### src/rtl/hwo_seq_ctrl_pkg.sv
`default_nettype none
// ============================================================================
// Module   : hwo_seq_ctrl_pkg
// Brief    : Shared constants and state encoding for the obfuscator
//            sequencing controller.
// Revision : 1.0 - initial release
// ============================================================================
package hwo_seq_ctrl_pkg;

    // Default widths: ROM address, sequence-length field (length-1), pseudo-PC
    localparam int c_rom_addr_w = 8;
    localparam int c_seq_len_w  = 3;
    localparam int c_ppc_w      = 8;

    // Sequencer state encoding (2 bits)
    typedef enum logic [1:0] {
        ST_IDLE = 2'd0,
        ST_READ = 2'd1,
        ST_EMIT = 2'd2
    } seq_state_t;

endpackage
`default_nettype wire

### src/rtl/hwo_seq_ctrl_ppc.sv
`default_nettype none
// ============================================================================
// Module   : hwo_seq_ctrl_ppc
// Brief    : Enable-driven wrap-around pseudo-PC counter, async active-low
//            reset.
// Revision : 1.0 - initial release
// ============================================================================
module hwo_seq_ctrl_ppc #(
    parameter int WIDTH = 8
) (
    input  logic             clk,
    input  logic             rst,
    input  logic             en,
    output logic [WIDTH-1:0] count
);

    logic [WIDTH-1:0] r_count;

    // Count one per enabled cycle; natural wrap at 2^WIDTH
    always_ff @(posedge clk or negedge rst) begin
        if (!rst) begin
            r_count <= '0;
        end else if (en) begin
            r_count <= r_count + 1'b1;
        end
    end

    assign count = r_count;

endmodule
`default_nettype wire

### src/rtl/hwo_seq_ctrl.sv
`default_nettype none
// ============================================================================
// Module   : hwo_seq_ctrl
// Brief    : Fetch-to-decode sequencing controller. Passes instructions
//            through, or stalls fetch and replays a 1..2^LEN_W word
//            substitute sequence read from an external synchronous ROM.
//            Owns the pseudo-PC counting words delivered to decode.
// Revision : 1.0 - initial release
// ============================================================================
module hwo_seq_ctrl
    import hwo_seq_ctrl_pkg::*;
#(
    parameter int ROM_AW = c_rom_addr_w,
    parameter int LEN_W  = c_seq_len_w,
    parameter int PPC_W  = c_ppc_w
) (
    input  logic              clk,
    input  logic              rst,
    input  logic              hwo_en,
    input  logic [31:0]       if_insn,
    input  logic              if_valid,
    input  logic              map_hit,
    input  logic [ROM_AW-1:0] map_base,
    input  logic [LEN_W-1:0]  map_len,
    input  logic              id_ready,
    output logic              rom_en,
    output logic [ROM_AW-1:0] rom_addr,
    input  logic [31:0]       rom_data,
    output logic [31:0]       io_insn,
    output logic              io_valid,
    output logic              if_stall,
    output logic              busy,
    output logic [PPC_W-1:0]  ppc
);

    seq_state_t        r_state;
    seq_state_t        w_state_nxt;
    logic [ROM_AW-1:0] r_base;
    logic [LEN_W-1:0]  r_len;
    logic [LEN_W-1:0]  r_cnt;
    logic [31:0]       r_buf;
    logic [ROM_AW-1:0] r_rom_addr;
    logic              w_start;
    logic              w_advance;
    logic              w_ppc_en;

    // Next-state and outputs; everything is forced quiet while reset is low
    always_comb begin
        w_state_nxt = r_state;
        w_start     = 1'b0;
        w_advance   = 1'b0;
        rom_en      = 1'b0;
        rom_addr    = r_rom_addr;
        io_insn     = if_insn;
        io_valid    = 1'b0;
        if_stall    = 1'b0;
        busy        = 1'b0;
        if (rst) begin
            case (r_state)
                ST_IDLE: begin
                    w_start = if_valid & hwo_en & map_hit;
                    if (w_start) begin
                        rom_en      = 1'b1;
                        rom_addr    = map_base;
                        if_stall    = 1'b1;
                        w_state_nxt = ST_READ;
                    end else begin
                        io_valid = if_valid;
                        if_stall = if_valid & ~id_ready;
                    end
                end
                ST_READ: begin
                    busy        = 1'b1;
                    if_stall    = 1'b1;
                    w_state_nxt = ST_EMIT;
                end
                ST_EMIT: begin
                    busy     = 1'b1;
                    io_insn  = r_buf;
                    io_valid = 1'b1;
                    if (!id_ready) begin
                        if_stall = 1'b1;
                    end else if (r_cnt != r_len) begin
                        // Word accepted, more to come: fetch the next one
                        w_advance   = 1'b1;
                        rom_en      = 1'b1;
                        rom_addr    = r_base + ROM_AW'(r_cnt) + ROM_AW'(1);
                        if_stall    = 1'b1;
                        w_state_nxt = ST_READ;
                    end else begin
                        // Last word accepted: release fetch, original is consumed
                        w_state_nxt = ST_IDLE;
                    end
                end
                default: begin
                    w_state_nxt = ST_IDLE;
                end
            endcase
        end
    end

    // State register
    always_ff @(posedge clk or negedge rst) begin
        if (!rst) begin
            r_state <= ST_IDLE;
        end else begin
            r_state <= w_state_nxt;
        end
    end

    // Sequence context, ROM data buffer and last-issued ROM address
    always_ff @(posedge clk or negedge rst) begin
        if (!rst) begin
            r_base     <= '0;
            r_len      <= '0;
            r_cnt      <= '0;
            r_buf      <= '0;
            r_rom_addr <= '0;
        end else begin
            if (w_start) begin
                r_base <= map_base;
                r_len  <= map_len;
                r_cnt  <= '0;
            end
            if (w_advance) begin
                r_cnt <= r_cnt + 1'b1;
            end
            if (r_state == ST_READ) begin
                r_buf <= rom_data;
            end
            if (rom_en) begin
                r_rom_addr <= rom_addr;
            end
        end
    end

    assign w_ppc_en = io_valid & id_ready;

    hwo_seq_ctrl_ppc #(
        .WIDTH (PPC_W)
    ) u_ppc (
        .clk   (clk),
        .rst   (rst),
        .en    (w_ppc_en),
        .count (ppc)
    );

endmodule
`default_nettype wire

### config.mk
export PLATFORM = sky130hd
export DESIGN_NAME = hwo_seq_ctrl
export DESIGN_NICKNAME = d
export VERILOG_FILES = /design/src/rtl/hwo_seq_ctrl_pkg.sv /design/src/rtl/hwo_seq_ctrl_ppc.sv /design/src/rtl/hwo_seq_ctrl.sv
export SDC_FILE = /design/constraint.sdc
export NUM_CORES = 1
export LEC_CHECK = 0
export CORE_MARGIN = 2
export CORE_UTILIZATION = 40
export CTS_CLUSTER_SIZE = 24
export DETAILED_ROUTE_END_ITERATION = 8
export PLACE_DENSITY_LB_ADDON = 0.2
export SLEW_MARGIN = 10
export SYNTH_ARGS = -nofsm -noshare
export SYNTH_HDL_FRONTEND = slang
export SYNTH_SLANG_ARGS = --single-unit
### constraint.sdc
create_clock -name clk -period 2.1 [get_ports clk]
set_clock_uncertainty 0.05 [all_clocks]
set_input_delay 0.21 -clock clk [delete_from_list [all_inputs] [get_ports clk]]
set_output_delay 0.21 -clock clk [all_outputs]
set_load 0.03 [all_outputs]
# Yosys cells after proc, flatten, opt, wreduce, memory -nomap -nowiden

Cells that the tools add are included.
W data, S select, Z words.

Bits in registers: 64
Latch bits: 0
Memory bits (writable): 0
Memory bits (read-only): 0
Output and inout bits: 52
Logic and storage cells: 56
Memories kept: 0

Add/subtract/negate cells: 4
Multiply operators: 0
Divide/modulo/power cells: 0
$lt $le $gt $ge: 0
Eq/ne operators: 5
Shift operators: 0
Multiplexer cells: 31
Bitwise logic cells: 5
Reduce and logical (&&, ||, !) cells: 4

Operators by type and width:

| cell                  | number |
|---|---|
| $mux W32              | 2 |
| $mux W8               | 4 |
| $add A8 B1 Y8 const B | 2 |
| $mux W1               | 16 |
| $pmux W8 S2           | 1 |
| $add A8 B3 Y8         | 1 |
| $mux W3               | 2 |
| $pmux W2 S3           | 1 |
| $and A1 B1 Y1         | 4 |
| $mux W2               | 2 |
| $ne A2 B2 Y1 const B  | 2 |
| $pmux W1 S2           | 2 |
| $add A3 B1 Y3 const B | 1 |
| $ne A3 B3 Y1          | 1 |
| $pmux W1 S3           | 1 |
| $reduce_and A3 Y1     | 1 |
| $eq A2 B1 Y1 const B  | 1 |
| $eq A2 B2 Y1 const B  | 1 |
| $logic_not A2 Y1      | 1 |
| $reduce_bool A2 Y1    | 1 |
| $reduce_or A2 Y1      | 1 |
| $not A1 Y1            | 1 |

# Longest topological paths before layout

Gate-level depths: netlist of run 1.

Word-level depth: 6
Depth in mapped cells: 8
Mapped depth without buffers: 7

# Hierarchy

From an unflattened synthesis of run 1, not the netlist that was laid out.

Cell total of the unflattened synthesis: 291
Area total of the unflattened synthesis: 3399.5 sq um

By module, submodules not included:

| module           | times used | cells an instance | area an instance (sq um) |
|---|---|---|---|
| hwo_seq_ctrl     | 1          | 265               | 3061.7 |
| hwo_seq_ctrl_ppc | 1          | 26                | 337.8 |

# Worst setup path before layout of run 1

No wires, ideal clock.

Kind: reg-to-output
Start point: register r_cnt[0]
End point: output rom_addr[4]
Arrival time: 1.982 ns
Required time: 1.840 ns
Setup slack: -0.142 ns
Cell stages (with the launch flop): 8
Cells stage by stage: dfrtp_1 > inv_1 > ha_1 > fa_1 > nor2b_1 > o21ai_0 > xor2_1 > o221ai_1

Word-level cells in the longest chain between the ends: 6
Elaborated cells on any way between the ends: 7

Ends and longest elaborated chain:

| what                   | line                | RTL |
|---|---|---|
| from (decl)            | hwo_seq_ctrl.sv:40  | `logic [LEN_W-1:0] r_cnt;` |
| from (signal assigned) | hwo_seq_ctrl.sv:126 | `r_cnt <= r_cnt + 1'b1;` |
| $add A8 B3 Y8          | hwo_seq_ctrl.sv:87  | `rom_addr = r_base + ROM_AW'(r_cnt) + ROM_AW'(1);` |
| $add A8 B1 Y8          | hwo_seq_ctrl.sv:87  |  |
| $mux W8 (*)            | hwo_seq_ctrl.sv:83  | `end else if (r_cnt != r_len) begin` |
| $mux W8 (*)            | hwo_seq_ctrl.sv:81  | `if (!id_ready) begin` |
| $pmux W8 S2 (*)        | hwo_seq_ctrl.sv:59  | `case (r_state)` |
| $mux W8 (*)            | hwo_seq_ctrl.sv:58  | `if (rst) begin` |
| to (decl)              | hwo_seq_ctrl.sv:27  | `output logic [ROM_AW-1:0] rom_addr,` |

Mark *: on every way between the ends. The rest lies on a longest branch, timed or not.

# Worst setup path in the final report of run 1

Start point: register r_cnt[0]
End point: output rom_addr[6]

Same word-level chain as after synthesis.

==> summary.md, run 1 <==
| Metric | Value |
|---|---|
| # diodes | 0 |
| Synthesis-stage register bit count | 64 |
| Critical path class | flop to output port |
| Synth-to-Final Area Change | 72.8% |
| Post-synthesis simple-gate area fraction | under 10% |
| # rows | 33 |
| Worst slew margin | between 70% and 80% |
| Post-Synth XOR/XNOR Area | ~4.1% |
| Crit path arrival time | roughly 2.2 ns |
| Peak supply drop | approximately 850 uV |
| # DRC | 0 |
| CTS tree | yes |
| R2r worst-path depth | 8 |
| Adder-Cell Fraction of Synth Area | about 4.6% |
| Post-DP HPWL | between 6000 and 7000 microns |
| Setup crit start kind | flop |
| Maximum fanout along the worst path | 2 |
| Compound-cell area share of the yosys netlist | about 8.8% |
| CTS H-tree lvls | 3 |
| Largest family of logic cells by synthesized area | multiplexers |
| TritonRoute pass-1 iters | 4 |
| Number of I/O pins | about 130 |
| Reg-to-Reg Start | r_cnt[1]$_DFFE_PN0P_ |
| Drt total wl | 9890 microns |
| Worst-Margin Slew | between 0.4 and 0.5 ns |
| Die X | between 90 and 100 microns |
| Vias per cell | approximately 5 |
| Count of final setup violators | 20 |
| Initial Util | 41.6% |
| FFs w/ async S/R, synth | 100% |
| Area contributors post-synth | dfrtp_1 (47%), mux2_2 (22%), ha_1 (4.0%) |
| Worst Hold Class | primary input to async pin |
| WL/cell | around 17 microns |
| CTS Sinks | between 60 and 70 |
| Number of synthesized flops with an enable pin | 0 |
| Final GP Congestion | 0.782 |
| R2r setup slk | about 0.13 ns |
| Yosys top cell by area | dfrtp_1 |
| Proportion of synthesized area in mux cells | between 20% and 30% |
| Critical Path End Type | output port |
| Final instance area | around 0.0059 sq mm |
| Dpl ws | -0.107 ns |
| Tot GR Track Use | roughly a fifth |
| R2r endpoint | r_rom_addr[3]$_DFFE_PN0P_ |
| Final nets | ~570 |
| Clk buf depth | 2 |
| Syn_nets | just under 400 |
| Final min period | ~2.4 ns |
| Failing checks | hold timing, setup timing |
| Global route total overflow | 0 |
| Synth warn | 0 |
| Synth Flop Type | dfrtp_1 |
| Final worst path period share | 116% |
| P_sw | between 0.002 and 0.003 W |
| Total core area | 0.00826 sq mm |
| Fmax achieved | 410 MHz |
| Drt initial violations | 76 |
| Die Ht | around 97 microns |
| CTS buffer count | 9 |
| Number of max-cap violations | 0 |
| Clock slew at reported path FFs | ~0.070 ns |
| Syn_area_per_cell | 11.6 sq um |
| Routed Antenna Nets | 0 |
| Post-Place Cell Area | about 0.005 sq mm |
| Leak Pwr | 2.61 nW |
| Setup WS post-layout | -0.338 ns |
| Sw Ratio | between 30% and 40% |
| CTS root buf | clkbuf_8 |
| Number of global-route vias before repair | between 3000 and 4000 |
| Full die area | 0.00934 sq mm |
| Mapped Area | 0.00343 sq mm |
| Hold slack | -0.138 ns |
| Fin. Hold Viols | 64 |
| Share of cells above drive strength 1 | around 44% |
| Clk_lat worst skew | between 0.3 and 0.4 ns |
| Req. time, crit path | ~1.8 ns |
| Register area share after synthesis | a little under half |
| Initial antenna violation count | 0 |
| RSZ-0062 raised after global routing | yes |
| Placed Cells | roughly 540 |
| Synth top area share | around 47% |
| Int Pwr | 0.00451 W |
| PwrDens | ~1200 mW/mm^2 |
| Largest net degree at the start of global routing | 81 |
| Cells after Synth | 297 |
| Logic gate share of total power | 57.7% |
| Count of pins over their slew limit | 0 |
| Post-Layout Cell Count | 582 |
| Clock power frac | between 10% and 20% |
| Number of vias in the routed layout | between 2000 and 3000 |
| Yosys cell types | 37 |
| Result of the run | finished with violations |
| Sequential Power Share | around 30% |
| First-pass GRT wire length | about 16000 microns |
| I/O Buffers | ~130 |
[registers in the layout (all words and copies together), names as in the netlist]
signal,count
r_buf,32
r_base,8
r_rom_addr,8
u_ppc.count,8
r_cnt,3
r_len,3
r_state,2
[cell type report]
class / instances / area (sq um)
multi-input cells: 198 / 2030
well taps: 105 / 131
flip-flops and latches: 64 / 1600
clock inverters: 3 / 17.5
repair buffers: 181 / 1930
clock buffers: 13 / 149
fillers: 573 / 2320
inverters: 18 / 70.1
[worst max-delay path, stage by stage (launching register included)]
cell and delay (ns):
dfrtp_1 0.39, inv_2 0.07, ha_4 0.15, fa_2 0.37, nor2b_4 0.14, o2111ai_2 0.12
xor2_1 0.18, o211ai_1 0.23, buf_4 0.20
[power by group through the flow]
stage,Combinational (W),Sequential (W),Clock [W]
2_1_floorplan,0.00210,0.00212,0
3_3_place_gp,0.00322,0.00212,0
3_5_place_dp,0.00330,0.00215,0
4_1_cts,0.00403,0.00217,0.000945
5_1_grt,0.00450,0.00226,0.000991
6_report,0.00424,0.00218,0.000921
[metal layers]
| metal | share of wire (%) | up-vias | GRT usage (%) |
|---|---|---|---|
| li1 | - | 1407 | - |
| met1 | 42 | 1475 | 26.1 |
| met2 | 51 | 93 | 35.8 |
| met3 | 5.1 | 10 | 4.99 |
| met4 | 1.6 | 0 | 6.93 |
| met5 | 0 | - | 0 |
[cells in the final DEF, fill, tap and decap left out, types with 8 or more instances in the layout]
cell type	count
buf_4	29
clkbuf_8	10
mux2_2	36
xnor2_1	9
mux2_4	31
buf_6	50
inv_1	13
clkdlybuf4s50_1	87
nand4_1	8
dfrtp_1	64
nand2_1	32
o221ai_1	9
[cell families after synthesis]
family | after synthesis
xor gates and xnor gates | 16
muxes | 68
AOI/OAI and AO/OA | 37
buffers and inverters | 35
DFF | 64
and+or+nand+nor | 65
adders and majority gates | 12
[stage by stage]
step | TNS, ns | hold slack, ns | total power, W | util [%]
after floorplan | -0.119 | -0.136 | 0.00422 | -
after global placement | -2.16 | 0.239 | 0.00534 | 60.7
after detailed placement | -2.89 | 0.233 | 0.00545 | 60.7
after CTS | -3.37 | -0.127 | 0.00715 | 70.0
after global routing | -3.37 | -0.116 | 0.00775 | 71.9
final | -2.08 | -0.138 | 0.00734 | 71.9
[synthesized netlist by cell type (2+ instances only)]
library cell  count
o211ai_1          3
xor2_1            6
nand3_1           6
inv_1            18
dfrtp_1          64
ha_1             11
mux2_2           67
buf_2            10
o221ai_1         15
a211oi_1          2
and2_1            4
clkbuf_1          5
nand4_1           8
nand2_1          35
o21ai_0           5
o2111ai_1         2
a21oi_1           3
nor2_1            3
and3_1            3
xnor2_1          10
[worst max path at each step]
stage	end	cells past startpoint	from	slack (ns)
floorplan	rom_addr[6]	7	r_cnt[0]$_DFFE_PN0P_	-0.11
global placement	io_insn[20]	6	r_state[0]$_DFFE_PN0P_	-0.09
detailed placement	io_insn[20]	6	r_state[0]$_DFFE_PN0P_	-0.11
CTS	rom_addr[6]	8	r_cnt[0]$_DFFE_PN0P_	-0.34
global route	rom_addr[6]	8	r_cnt[0]$_DFFE_PN0P_	-0.43
finish	rom_addr[6]	8	r_cnt[0]$_DFFE_PN0P_	-0.34
[what timing repair did]
| action | in CTS | in global routing |
|---|---|---|
| pin swaps | 12 | 10 |
| endpoints found under the setup margin | 43 | 42 |
| gates resized for setup | 288 | 46 |
| gates cloned | 5 | 1 |
| endpoints found under the hold margin | 64 | 64 |
| buffers inserted | 21 | 8 |
No activity file was read; power rests on OpenSTA's default activity.
==> run 2, diff against run 1 <==
Settings changed: CORE_MARGIN 2 to 3.
==> run 2 against run 1 <==
  * The run still ends with hold timing, setup timing left
  * Clock-buffer cell count is 4 lower
  * Sequential cell count stayed put
  * Cell area is 3.1% higher
  * Hold slack better by 0.0086 ns
  * Die area is 4.2% higher
  * Largest cell class unchanged
==> summary.md, run 2 (same netlist as run 1, synthesis figures left out) <==
| Metric | Value |
|---|---|
| Final min period | between 2 and 2.5 ns |
| Initial antenna violation count | 0 |
| Drt initial violations | approximately 130 |
| Final core occ | about 74% |
| Commonest non-fill, non-tap cell in the layout | clkdlybuf4s50_1 |
| Failing checks | hold timing, setup timing |
| Crit path arrival time | roughly 2.1 ns |
| Count of pins over their slew limit | 0 |
| Post-DP HPWL | 6130 microns |
| Number of vias in the routed layout | around 3000 |
| R2r setup slk | 0.06 ns |
| Worst Hold Class | primary input to async pin |
| # rows | 33 |
| Drt total wl | 10100 microns |
| CTS root buf | clkbuf_8 |
| CTS H-tree lvls | 3 |
| Routed Antenna Nets | 0 |
| Count of final setup violators | 14 |
| # diodes | 0 |
| TritonRoute pass-1 iters | 4 |
| Global route total overflow | 0 |
| Final worst path period share | 113% |
| Synth-to-Final Area Change | 78.1% |
| Full die area | 0.00973 sq mm |
| Placed Cells | 540 |
| Leak Pwr | approximately 2.7 nW |
| Setup WS post-layout | -0.279 ns |
| Vias per cell | between 5 and 6 |
| Sequential cell area | between 0.0015 and 0.002 sq mm |
| Fill cell count | 567 |
| Number of max-cap violations | 0 |
| Critical Path End Type | output port |
| Worst-Margin Slew | approximately 0.41 ns |
| Die X | roughly 99 microns |
| Die Ht | between 90 and 100 microns |
| PwrDens | 1270 mW/mm^2 |
| Largest register FFs | 32 |
| Clk buf depth | 2 |
| Setup crit start kind | flop |
| Initial Util | approximately two fifths |
| Worst slew margin | between 70% and 80% |
| Fin. Hold Viols | between 60 and 70 |
| # DRC | 0 |
| CTS tree | yes |
| Most frequent cells in the layout | clkdlybuf4s50_1 (87), dfrtp_1 (63), buf_6 (48) |
| Total core area | ~0.0083 sq mm |
| Clk_lat worst skew | approximately 0.33 ns |
| Share of cells above drive strength 1 | a little under half |
| Result of the run | finished with violations |
| Peak supply drop | 777 uV |
| CTS Sinks | between 60 and 70 |
| Biggest register | r_buf |
| WL/cell | about 17 microns |
| Maximum fanout along the worst path | 2 |
| Dpl ws | -0.135 ns |
| Critical path class | flop to output port |
| Fmax achieved | 420 MHz |
| Final GP Congestion | between 0.8 and 0.9 |
| Tot GR Track Use | 20.0% |
| CTS buffer count | 9 |
| Number of global-route vias before repair | 3173 |
| Area of the multi-input gates | ~0.0022 sq mm |
| Req. time, crit path | between 1.5 and 2 ns |
| Number of I/O pins | around 130 |
| Largest net degree at the start of global routing | about 80 |
| Hold slack | -0.130 ns |
| Post-Layout Cell Count | 585 |
| RSZ-0062 raised after global routing | yes |
| Clock slew at reported path FFs | approximately 0.080 ns |
| First-pass GRT wire length | about 16000 microns |
| Final nets | roughly 570 |
| I/O Buffers | 132 |
[run 2: cell count changes in the layout (fill, tap and decap cells not counted), moves of 3 or more]
cell and change:
nand2_1 -3, o221ai_2 -3, nand2_2 +3, clkbuf_1 -3, buf_12 +4, mux2_4 -3, mux2_2 +3, o221ai_4 +4
buf_4 +5
[run 2: through the flow]
stage / hold slack (ns) / power (W) / instance area (sq um) / setup TNS (ns)
finish: -0.130 / 0.00779 / 6120 / -2.26
detailed placement: 0.235 / 0.00547 / 5010 / -4.02
global route: -0.114 / 0.00825 / 6120 / -4.19
global placement: 0.238 / 0.00538 / 5010 / -3.25
floorplan: -0.136 / 0.00422 / 3450 / -0.119
CTS: -0.129 / 0.00740 / 5860 / -2.48
[run 2: metal layers]
layer  GRT usage, %  vias to the layer above  part of all wire, %
met5              0                        -                    0
met4           7.46                        0                  1.6
met3           3.61                       14                  4.1
met2           35.5                       86                   54
met1           24.1                     1467                   41
li1               -                     1418                    -
[run 2: layout make-up]
class                   instances  share of cell area, %
clock inverters                 6                   1.00
inverters                      18                   1.23
repair buffers                185                   31.9
flip-flops and latches         64                   26.2
well taps                     105                   2.15
clock buffers                   9                   2.03
multi-input cells             198                   35.5
[run 2: path summary, 6_finish.rpt]
check                                           startpoint                         end  depth (start not counted)
min in group clk                                map_len[1]        r_len[1]$_DFFE_PN0P_                          3
worst min-delay path                                   rst  u_ppc.count[4]$_DFFE_PN0P_                          2
max in group asynchronous                              rst        r_cnt[1]$_DFFE_PN0P_                          2
worst max-delay path                  r_cnt[0]$_DFFE_PN0P_                 rom_addr[4]                          8
worst max register to register        r_cnt[1]$_DFFE_PN0P_        r_cnt[2]$_DFFE_PN0P_                          9
worst min register to register  u_ppc.count[7]$_DFFE_PN0P_  u_ppc.count[7]$_DFFE_PN0P_                          1
[run 2: timing repair]
action,in CTS,in global routing
gates resized for setup,294,37
cloned,1,1
setup buffers,21,11
endpoints found under the hold margin,64,64
pin swaps,16,6
endpoints found under the setup margin,43,43
[run 2: critical path, stage by stage (launching register included)]
cell and delay [ns]:
dfrtp_1 0.38, inv_2 0.06, ha_4 0.15, fa_2 0.36, nor2b_4 0.16, o21ai_1 0.10, xor2_1 0.29, o221ai_2 0.14
buf_6 0.15
[run 2: power by group]
part	switching, W	internal [W]
Sequential	0.000399	0.00180
Clock	0.000487	0.000537
Combinational	0.00213	0.00244
Total	0.00301	0.00478
==> run 3, diff against run 2 <==
Settings changed: MAX_ROUTING_LAYER set to met4, PLACE_DENSITY set to 0.74, PLACE_DENSITY_LB_ADDON 0.2 to not set.
==> run 3 against run 2 <==
  * The run still ends with hold timing, setup timing left
  * Die area stayed put
  * Combinational power is 9.6% lower
  * Clock power is 14% lower
  * Routed wire length is 0.64% higher
  * Sequential cell count stayed put
  * Clock-buffer cell count is 1 higher
  * Critical path type unchanged
  * Largest cell class unchanged
  * Highest routed layer unchanged
==> summary.md, run 3 (same netlist as run 1, synthesis figures left out) <==
| Metric | Value |
|---|---|
| Setup crit start kind | flop |
| Family with the most delay on the worst path | adder cells |
| Biggest register | r_buf |
| CTS Sinks | between 60 and 70 |
| Final min period | between 2 and 2.5 ns |
| Final nets | ~560 |
| Slowest cell on the critical path | dfrtp_1 |
| Clock slew at reported path FFs | approximately 0.070 ns |
| Clk_lat worst skew | 0.33 ns |
| Vias per cell | ~5.1 |
| Clk buf depth | 2 |
| Placed Cells | 544 |
| Most frequent cells in the layout | clkdlybuf4s50_1 (87), dfrtp_1 (64), mux2_2 (53) |
| RSZ-0062 raised after global routing | yes |
| Commonest non-fill, non-tap cell in the layout | clkdlybuf4s50_1 |
| Critical path class | flop to output port |
| Setup WS post-layout | -0.341 ns |
| R2r worst-path depth | 10 |
| Worst-Margin Slew | approximately 0.42 ns |
| Initial antenna violation count | 0 |
| Drt initial violations | roughly 60 |
| Area of the multi-input gates | between 0.0015 and 0.002 sq mm |
| Total core area | 0.00826 sq mm |
| Fmax achieved | around 410 MHz |
| Final worst path period share | 116% |
| CTS root buf | clkbuf_8 |
| Critical Path End Type | output port |
| Post-DP HPWL | 6550 microns |
| Fin. Hold Viols | 64 |
| CP Buf/Inv Count | 2 |
| TritonRoute pass-1 iters | 4 |
| Count of pins over their slew limit | 0 |
| Post-Layout Cell Count | slightly below 600 |
| Max incr delay on CP | ~0.37 ns |
| CTS tree | yes |
| Number of vias in the routed layout | a little under 3000 |
| WL/cell | between 15 and 20 microns |
| Tot GR Track Use | about 20% |
| Crit path cell chain | inv_2 > ha_4 > fa_2 > nor2b_2 > o2111ai_1 > xor2_1 > o211ai_1 > buf_4 |
| Full die area | about 0.0097 sq mm |
| Peak supply drop | 720 uV |
| I/O Buffers | between 100 and 150 |
| Worst Hold Class | primary input to async pin |
| Routed Antenna Nets | 0 |
| # diodes | 0 |
| CTS buffer count | 9 |
| Die X | about 100 microns |
| Synth-to-Final Area Change | 68.3% |
| Count of final setup violators | 13 |
| Crit path arrival time | around 2.2 ns |
| Sequential cell area | between 0.0015 and 0.002 sq mm |
| Die Ht | 98.7 microns |
| Result of the run | finished with violations |
| Largest register FFs | 32 |
| Number of I/O pins | 133 |
| Largest net degree at the start of global routing | just over 80 |
| Share of cells above drive strength 1 | between 40% and 50% |
| Initial Util | between 40% and 50% |
| Tot Pwr | a little over 0.007 W |
| Drt total wl | just over 10000 microns |
| Req. time, crit path | 1.84 ns |
| Final core occ | a little over two thirds |
| Worst slew margin | 72.3% |
| Hold slack | -0.152 ns |
| Leak Pwr | approximately 2.5 nW |
| # rows | 33 |
| Number of max-cap violations | 0 |
| First-pass GRT wire length | about 16000 microns |
| # DRC | 0 |
| Fill cell count | 620 |
| Maximum fanout along the worst path | 2 |
| Global route total overflow | 0 |
| Number of global-route vias before repair | between 3000 and 4000 |
| Critical path depth in cells | 8 |
| PwrDens | approximately 1200 mW/mm^2 |
| Failing checks | hold timing, setup timing |
| CTS H-tree lvls | 3 |
| Final GP Congestion | 0.790 |
run 3: cell types whose count changed in the layout (fill, tap and decap cells not counted), moves of 4 or more:
| cell | delta |
|---|---|
| buf_6 | -22 |
| mux2_2 | +14 |
| mux2_4 | -14 |
| buf_4 | +10 |
| buf_2 | +8 |
| nand2_1 | +5 |
| nand2_2 | -4 |
run 3: per-stage QoR:
| step | hold slack, ns | setup TNS, ns | area (sq um) | worst slack [ns] |
|---|---|---|---|---|
| 4_1_cts | -0.136 | -2.33 | 5390 | -0.305 |
| 2_1_floorplan | -0.136 | -0.119 | 3450 | -0.106 |
| 3_3_place_gp | 0.222 | -1.93 | 5080 | -0.0953 |
| 3_5_place_dp | 0.224 | -3.00 | 5080 | -0.124 |
| 6_report | -0.152 | -2.19 | 5780 | -0.341 |
| 5_1_grt | -0.127 | -3.99 | 5780 | -0.415 |
run 3: where the power goes:
group	internal [W]	total [W]	leakage, nW	switching [W]
Combinational	0.00216	0.00413	1.65	0.00197
Sequential	0.00180	0.00218	0.780	0.000383
Clock	0.000412	0.000877	0.0854	0.000465
Total	0.00436	0.00718	2.51	0.00282
run 3: worst paths after layout:
kind | start | end | slack (ns)
min | rst | r_state[1]$_DFFE_PN0P_ | -0.15
max in group asynchronous | rst | r_buf[20]$_DFFE_PN0N_ | 1.81
min reg2reg | u_ppc.count[7]$_DFFE_PN0P_ | u_ppc.count[7]$_DFFE_PN0P_ | 0.42
max | r_cnt[0]$_DFFE_PN0P_ | rom_addr[6] | -0.34
min in group clk | map_len[1] | r_len[1]$_DFFE_PN0P_ | 0.35
max reg2reg | r_cnt[0]$_DFFE_PN0P_ | r_rom_addr[3]$_DFFE_PN0P_ | -0.03
run 3: timing repair:
action | in CTS | in global routing
setup endpoints to repair | 43 | 41
pin swaps | 8 | 5
gates resized for setup | 206 | 72
endpoints found under the hold margin | 64 | 64
cloned | 2 | 3
setup buffers | 8 | 10
run 3: layer usage:
| layer | up-vias | part of all wire [%] | global-route usage, % |
|---|---|---|---|
| li1 | 1408 | - | - |
| met3 | 12 | 5.6 | 5.10 |
| met2 | 92 | 51 | 33.2 |
| met4 | 0 | 1.6 | 5.46 |
| met5 | - | 0 | - |
| met1 | 1466 | 42 | 25.7 |
run 3: cell type report:
cell class | instances | area share, %
multi-input combinational | 198 | 34.5
clock buffer | 10 | 2.21
inverter | 18 | 1.21
sequential | 64 | 27.7
clock inverter | 5 | 0.433
tap | 105 | 2.27
timing repair buffer | 180 | 31.7
